==> src/rtl/keypad_matrix_scanner_pkg.sv <==
`default_nettype none
// ============================================================================
//  Module   : keypad_pkg
//  Purpose  : Shared types and constants for the 4x4 keypad matrix scanner.
//  Revision : 1.0  initial release
// ============================================================================
package keypad_pkg;

    localparam int c_ROW_W = 4;
    localparam int c_COL_W = 4;

    // Game-control legend for key_code (row*4+col)
    localparam logic [3:0] c_KEY_UP    = 4'h1;
    localparam logic [3:0] c_KEY_DOWN  = 4'h9;
    localparam logic [3:0] c_KEY_START = 4'hF;

    typedef enum logic [1:0] {
        S_SCAN     = 2'd0,
        S_DEBOUNCE = 2'd1,
        S_PRESSED  = 2'd2
    } state_t;

    // Index of the lowest-numbered active-low row.
    function automatic logic [1:0] lowest_low(input logic [c_ROW_W-1:0] rows);
        lowest_low = 2'd0;
        for (int i = c_ROW_W - 1; i >= 0; i--) begin
            if (!rows[i]) lowest_low = 2'(i);
        end
    endfunction

endpackage
`default_nettype wire

==> src/rtl/keypad_matrix_scanner_scan_tick_gen.sv <==
`default_nettype none
// ============================================================================
//  Module   : scan_tick_gen
//  Purpose  : Free-running prescaler; o_tick is high on the last cycle of
//             every DIV-cycle column dwell.
//  Revision : 1.0  initial release
// ============================================================================
module scan_tick_gen #(
    parameter int DIV = 1000
) (
    input  logic clk,
    input  logic rst,
    output logic o_tick
);

    localparam int c_CNT_W = (DIV > 1) ? $clog2(DIV) : 1;

    logic [c_CNT_W-1:0] r_cnt;

    assign o_tick = (r_cnt == c_CNT_W'(DIV - 1));

    always_ff @(posedge clk) begin
        if (rst)         r_cnt <= '0;
        else if (o_tick) r_cnt <= '0;
        else             r_cnt <= r_cnt + 1'b1;
    end

endmodule
`default_nettype wire

==> src/rtl/keypad_matrix_scanner.sv <==
`default_nettype none
// ============================================================================
//  Module   : keypad_matrix_scanner
//  Purpose  : 4x4 keypad column scanner with press/release debounce and a
//             valid/ready key-code output. Optional build macro
//             KEYPAD_AUTOREPEAT_EN adds auto-repeat while a key is held.
//  Revision : 1.0  initial release
// ============================================================================
module keypad_matrix_scanner
    import keypad_pkg::*;
#(
    parameter int SCAN_DIV       = 1000,
    parameter int DEBOUNCE_SCANS = 4
`ifdef KEYPAD_AUTOREPEAT_EN
    ,
    parameter int REPEAT_DELAY   = 200,
    parameter int REPEAT_RATE    = 50
`endif
) (
    input  logic               clk,
    input  logic               rst,
    input  logic [c_ROW_W-1:0] row_in,
    output logic [c_COL_W-1:0] col_out,
    output logic [3:0]         key_code,
    output logic               key_valid,
    input  logic               key_ready,
    output logic               key_held,
    output logic               overflow
);

    localparam int c_CNT_W = (DEBOUNCE_SCANS > 1) ? $clog2(DEBOUNCE_SCANS + 1) : 1;
    localparam logic [c_CNT_W-1:0] c_DEB_LAST = c_CNT_W'(DEBOUNCE_SCANS);

    logic               w_tick;
    logic [c_ROW_W-1:0] r_sync1, r_sync2;
    state_t             r_state, w_state_nxt;
    logic [1:0]         r_col_idx, w_col_nxt;
    logic [1:0]         r_cap_row, w_cap_nxt;
    logic [c_CNT_W-1:0] r_cnt, w_cnt_nxt, w_cnt_inc;
    logic               w_row_low;
    logic               w_fsm_accept, w_rep_fire, w_accept;
    logic [3:0]         w_key_code;
    logic [3:0]         r_key_code;
    logic               r_key_valid, r_overflow;

    scan_tick_gen #(.DIV(SCAN_DIV)) u_tick (
        .clk    (clk),
        .rst    (rst),
        .o_tick (w_tick)
    );

    always_ff @(posedge clk) begin
        if (rst) begin
            r_sync1 <= '1;
            r_sync2 <= '1;
        end else begin
            r_sync1 <= row_in;
            r_sync2 <= r_sync1;
        end
    end

    assign w_row_low  = ~r_sync2[r_cap_row];
    assign w_cnt_inc  = r_cnt + 1'b1;
    assign w_key_code = {w_cap_nxt, r_col_idx};

    always_comb begin
        w_state_nxt  = r_state;
        w_col_nxt    = r_col_idx;
        w_cap_nxt    = r_cap_row;
        w_cnt_nxt    = r_cnt;
        w_fsm_accept = 1'b0;
        case (r_state)
            S_SCAN: begin
                if (w_tick) begin
                    if (r_sync2 != '1) begin
                        w_cap_nxt = lowest_low(r_sync2);
                        if (DEBOUNCE_SCANS == 1) begin
                            w_fsm_accept = 1'b1;
                            w_state_nxt  = S_PRESSED;
                            w_cnt_nxt    = '0;
                        end else begin
                            w_state_nxt  = S_DEBOUNCE;
                            w_cnt_nxt    = c_CNT_W'(1);
                        end
                    end else begin
                        w_col_nxt = r_col_idx + 2'd1;
                    end
                end
            end
            S_DEBOUNCE: begin
                if (w_tick) begin
                    if (w_row_low) begin
                        if (w_cnt_inc == c_DEB_LAST) begin
                            w_fsm_accept = 1'b1;
                            w_state_nxt  = S_PRESSED;
                            w_cnt_nxt    = '0;
                        end else begin
                            w_cnt_nxt    = w_cnt_inc;
                        end
                    end else begin
                        w_state_nxt = S_SCAN;
                        w_col_nxt   = r_col_idx + 2'd1;
                        w_cnt_nxt   = '0;
                    end
                end
            end
            S_PRESSED: begin
                // r_cnt now counts consecutive released ticks
                if (w_tick) begin
                    if (!w_row_low) begin
                        if (w_cnt_inc == c_DEB_LAST) begin
                            w_state_nxt = S_SCAN;
                            w_col_nxt   = r_col_idx + 2'd1;
                            w_cnt_nxt   = '0;
                        end else begin
                            w_cnt_nxt   = w_cnt_inc;
                        end
                    end else begin
                        w_cnt_nxt = '0;
                    end
                end
            end
            default: begin
                w_state_nxt = S_SCAN;
                w_cnt_nxt   = '0;
            end
        endcase
    end

    always_ff @(posedge clk) begin
        if (rst) begin
            r_state   <= S_SCAN;
            r_col_idx <= 2'd0;
            r_cap_row <= 2'd0;
            r_cnt     <= '0;
        end else begin
            r_state   <= w_state_nxt;
            r_col_idx <= w_col_nxt;
            r_cap_row <= w_cap_nxt;
            r_cnt     <= w_cnt_nxt;
        end
    end

`ifdef KEYPAD_AUTOREPEAT_EN
    localparam int c_REP_MAX = (REPEAT_DELAY > REPEAT_RATE) ? REPEAT_DELAY : REPEAT_RATE;
    localparam int c_REP_W   = $clog2(c_REP_MAX + 1);

    logic [c_REP_W-1:0] r_rep_cnt, w_rep_inc, w_rep_target;
    logic               r_rep_first, w_rep_step;

    assign w_rep_inc    = r_rep_cnt + 1'b1;
    assign w_rep_target = r_rep_first ? c_REP_W'(REPEAT_DELAY) : c_REP_W'(REPEAT_RATE);
    assign w_rep_step   = (r_state == S_PRESSED) && w_tick && w_row_low;
    assign w_rep_fire   = w_rep_step && (w_rep_inc == w_rep_target);

    // Any released tick restarts the hold timer from the initial delay
    always_ff @(posedge clk) begin
        if (rst || (r_state != S_PRESSED) || (w_tick && !w_row_low)) begin
            r_rep_cnt   <= '0;
            r_rep_first <= 1'b1;
        end else if (w_rep_fire) begin
            r_rep_cnt   <= '0;
            r_rep_first <= 1'b0;
        end else if (w_rep_step) begin
            r_rep_cnt   <= w_rep_inc;
        end
    end
`else
    assign w_rep_fire = 1'b0;
`endif

    assign w_accept = w_fsm_accept | w_rep_fire;

    // A completed handshake and a new accept on the same cycle keep valid high
    always_ff @(posedge clk) begin
        if (rst) begin
            r_key_code  <= 4'h0;
            r_key_valid <= 1'b0;
            r_overflow  <= 1'b0;
        end else begin
            r_overflow <= 1'b0;
            if (w_accept) begin
                if (!r_key_valid || key_ready) begin
                    r_key_code  <= w_key_code;
                    r_key_valid <= 1'b1;
                end else begin
                    r_overflow  <= 1'b1;
                end
            end else if (r_key_valid && key_ready) begin
                r_key_valid <= 1'b0;
            end
        end
    end

    assign col_out   = ~(4'b0001 << r_col_idx);
    assign key_code  = r_key_code;
    assign key_valid = r_key_valid;
    assign overflow  = r_overflow;
    assign key_held  = (r_state == S_PRESSED);

endmodule
`default_nettype wire

==> config.mk <==
export PLATFORM = sky130hd
export DESIGN_NAME = keypad_matrix_scanner
export DESIGN_NICKNAME = d
export VERILOG_FILES = /design/src/rtl/keypad_matrix_scanner_pkg.sv /design/src/rtl/keypad_matrix_scanner_scan_tick_gen.sv /design/src/rtl/keypad_matrix_scanner.sv
export SDC_FILE = /design/constraint.sdc
export NUM_CORES = 1
export LEC_CHECK = 0
export BUFFER_PORTS_ARGS = -buffer_cell sky130_fd_sc_hd__buf_2
export CORE_MARGIN = 2
export CORE_UTILIZATION = 31
export CTS_CLUSTER_SIZE = 40
export DETAILED_ROUTE_END_ITERATION = 8
export SKIP_CTS_REPAIR_TIMING = 1
export SLEW_MARGIN = 20
export SYNTH_ARGS = -nofsm -noshare
export SYNTH_HDL_FRONTEND = slang
export SYNTH_SLANG_ARGS = --single-unit
==> constraint.sdc <==
create_clock -name clk -period 2.4 [get_ports clk]
set_clock_uncertainty 0.2 [all_clocks]
set_input_delay 0.12 -clock clk [delete_from_list [all_inputs] [get_ports clk]]
set_output_delay 0.12 -clock clk [all_outputs]
set_load 0.01 [all_outputs]
==> metrics.txt <==
actual slew at the worst max-slew pin=roughly 0.62 ns; routed wire length per instance=between 10 and 15 um; flip-flop cell with the highest count after synthesis=dfxtp_1; Layout Area Growth over Synthesis=19.3%; 1st-iter DRT viols=95; kind of cell with the highest combined delay on the critical path=simple AND/OR/NAND/NOR gates; Pwr Density=about 600 mW/mm2; RSZ-0062 raised after global routing=no; Setup Viol. Count Final=0; count of input and output buffers=17; worst-case reg-to-reg path depth=5; Post-Synthesis Net Count=~200; total routing usage reported by global routing=12.4%; effective utilization at floorplan=32.6%; data required time of the worst path=~2.4 ns; status=finished, violations left; Mapped Cells=around 180; clock tree from TritonCTS=yes; cell area after synthesis=0.00170 mm2; dominant cell type by area after synthesis=dfxtp_1; Core Util, Final=approximately two fifths; detailed-router iteration count before antenna repair=4; clock-pin slew on the worst setup and hold paths=~0.060 ns; number of buffer and inverter stages on the critical path=0; via count of the first global-routing pass=1245; highest clock rate=about 480 MHz; die area=a little over 0.006 mm2; shortest clock period the worst path allows after layout=~2.1 ns; critical path, cell by cell=ha_1, nand2_1, nor4_4, a2bb2oi_1, a311oi_1; flops & latches, synth=33; failing checks=hold timing; number of sinks driven by the clock tree=33; number of standard cells in the layout, taps in and fillers out=roughly 280; crit start category=flop; CTS Buf Count=5; Remaining DRCs=0; via density per instance=~4.9; worst hold slack=-0.0313 ns; number of max-cap violations=0; arrival time of data at the critical path endpoint=2.08 ns; stage delay of the slowest cell on the critical path=about 0.42 ns; worst hold path type=in -> reg; Core Area=between 0.005 and 0.006 mm2; Unique masters post-synth=roughly 50; sum of overflow across all layers after global routing=0; sequential cell area in the final layout=approximately 660 um2; Warnings, synthesis=0; slowest library cell on the worst path=nor4_4; clock buffer depth=2; total power consumption of the routed design=0.00123 W; routed via count=between 1000 and 1500; Antenna diodes=0; DRT Wirelength=roughly 3400 um; initial antenna violation count=0; Die W=approximately 78 um; number of flops mapped to enable cells by yosys=0; DRT antenna net count=0; met1 routed wirelength after detailed routing=1650 um; Pleak=~0.82 nW; clock latency reported for the late side of the worst-skew pair=0.29 ns; most used standard cells in the synthesized netlist=dfxtp_1, inv_1, nor2_1, nor3_1, or2_2; Async SR Flop Fraction=0%; Final #Nets=around 220; maximum VDD drop=roughly 0.28 mV; I/O pin total=18; number of placement rows=26; cell types occupying the most area after synthesis=dfxtp_1, ha_1, or2_2, nor3_1, xnor2_1; most frequent cell after synthesis=dfxtp_1; Routability Congestion=approximately 0.77; share of post-route cells with drive strength above 1=around 22%; Avg Synthesized Cell Area=9.27 um2; top layer reached by signal wires=met4; placed cell count=approximately 270; type of the worst setup path=reg -> reg; count of pins over their slew limit=0; die height=about 78 um; maximum number of pins on one net before global-route repair=39; multi-input combinational cell area=946 um2; critical path depth in cells=5; CTS root buffer=clkbuf_8; total length of routed met3 wires=128 um; register area share after synthesis=38.9%; Critical Path Sink Type=flop; crit share post-route=87.1%; placed wire-length estimate after detailed placement=between 2000 and 2500 um; maximum fanout count along the critical path=9; global-route wire length before repair=around 6000 um; H-tree level count=2; final setup TNS=0 ns; total count of hold-check failures in the final report=2; hold path cells=3; Slew Limit Headroom=58.4%; Filler cells=555; met2 WL=1480 um; portion of synthesized cell area occupied by the leading cell type=38.9%
## power breakdown
group / total (W) / switching (W) / internal [W] / leakage, nW
Sequential: 0.000565 / 0.00000662 / 0.000558 / 0.268
Combinational: 0.0000486 / 0.0000242 / 0.0000243 / 0.480
Clock: 0.000614 / 0.000202 / 0.000412 / 0.0681
## tightest hold or removal path: cells and delay by family
family / cells / cell delay [ns]
buffers and inverters: 1 / 0.07
and+or+nand+nor: 2 / 0.22
## cell usage in the layout, fill, tap and decap left out, types with 4 or more instances in the layout
cell / instances
nor2_1: 10
nand4_1: 5
buf_2: 17
inv_1: 11
nand3_1: 8
mux2i_1: 4
a21oi_1: 8
buf_4: 4
nand2_1: 8
xnor2_1: 5
nand2b_1: 4
ha_1: 7
dlygate4sd3_1: 4
nor2b_1: 5
clkbuf_8: 5
dfxtp_1: 33
nor3_1: 10
or2_2: 10
## kinds of logic (layout without fill, tap and decap cells)
logic type,Yosys count,in the layout,share of synthesized area (%)
muxes,6,6,4.35
and+or+nand+nor,82,82,30.0
adders and majority gates,7,7,5.16
AOI/OAI and AO/OA,28,28,12.1
buffers and inverters,19,44,5.31
xor gates and xnor gates,8,8,4.13
DFF,33,33,38.9
## flip-flops by register name, summed over array words and instances (netlist names)
name,cells
r_col_idx,2
u_tick.r_cnt,10
r_sync2,4
overflow,1
r_state,2
r_sync1,4
key_valid,1
key_code,4
r_cnt,3
r_cap_row,2
## worst paths after layout
path	startpoint	to	slack [ns]
max	u_tick.r_cnt[0]$_SDFF_PP0_	key_code[2]$_SDFFE_PP0P_	0.31
min	key_ready	overflow$_SDFF_PP0_	-0.03
max reg2reg	u_tick.r_cnt[0]$_SDFF_PP0_	key_code[2]$_SDFFE_PP0P_	0.31
min reg2reg	r_sync1[2]$_SDFF_PP1_	r_sync2[2]$_SDFF_PP1_	0.21
## metal layers
metal  GRT usage (%)  vias to the layer above
li1                -                      709
met1            16.5                      632
met2            17.5                       24
met3            3.49                        5
met4            7.89                        0
met5               0                        -
## area by class of cell
type	instances	share of cell area [%]
Multi-Input combinational cell	131	46.7
Clock buffer	5	3.40
Sequential cell	33	32.6
Timing Repair Buffer	25	7.66
Inverter	11	2.04
Tap cell	70	4.33
Clock inverter	3	3.21
## metrics by stage
stage	area [um2]	setup WS, ns
finish	2020	0.309
CTS	1980	0.293
global route	2020	0.125
global placement	1850	0.340
detailed placement	1850	0.309
floorplan	1700	0.483
Power figures use the tool's default switching activity.
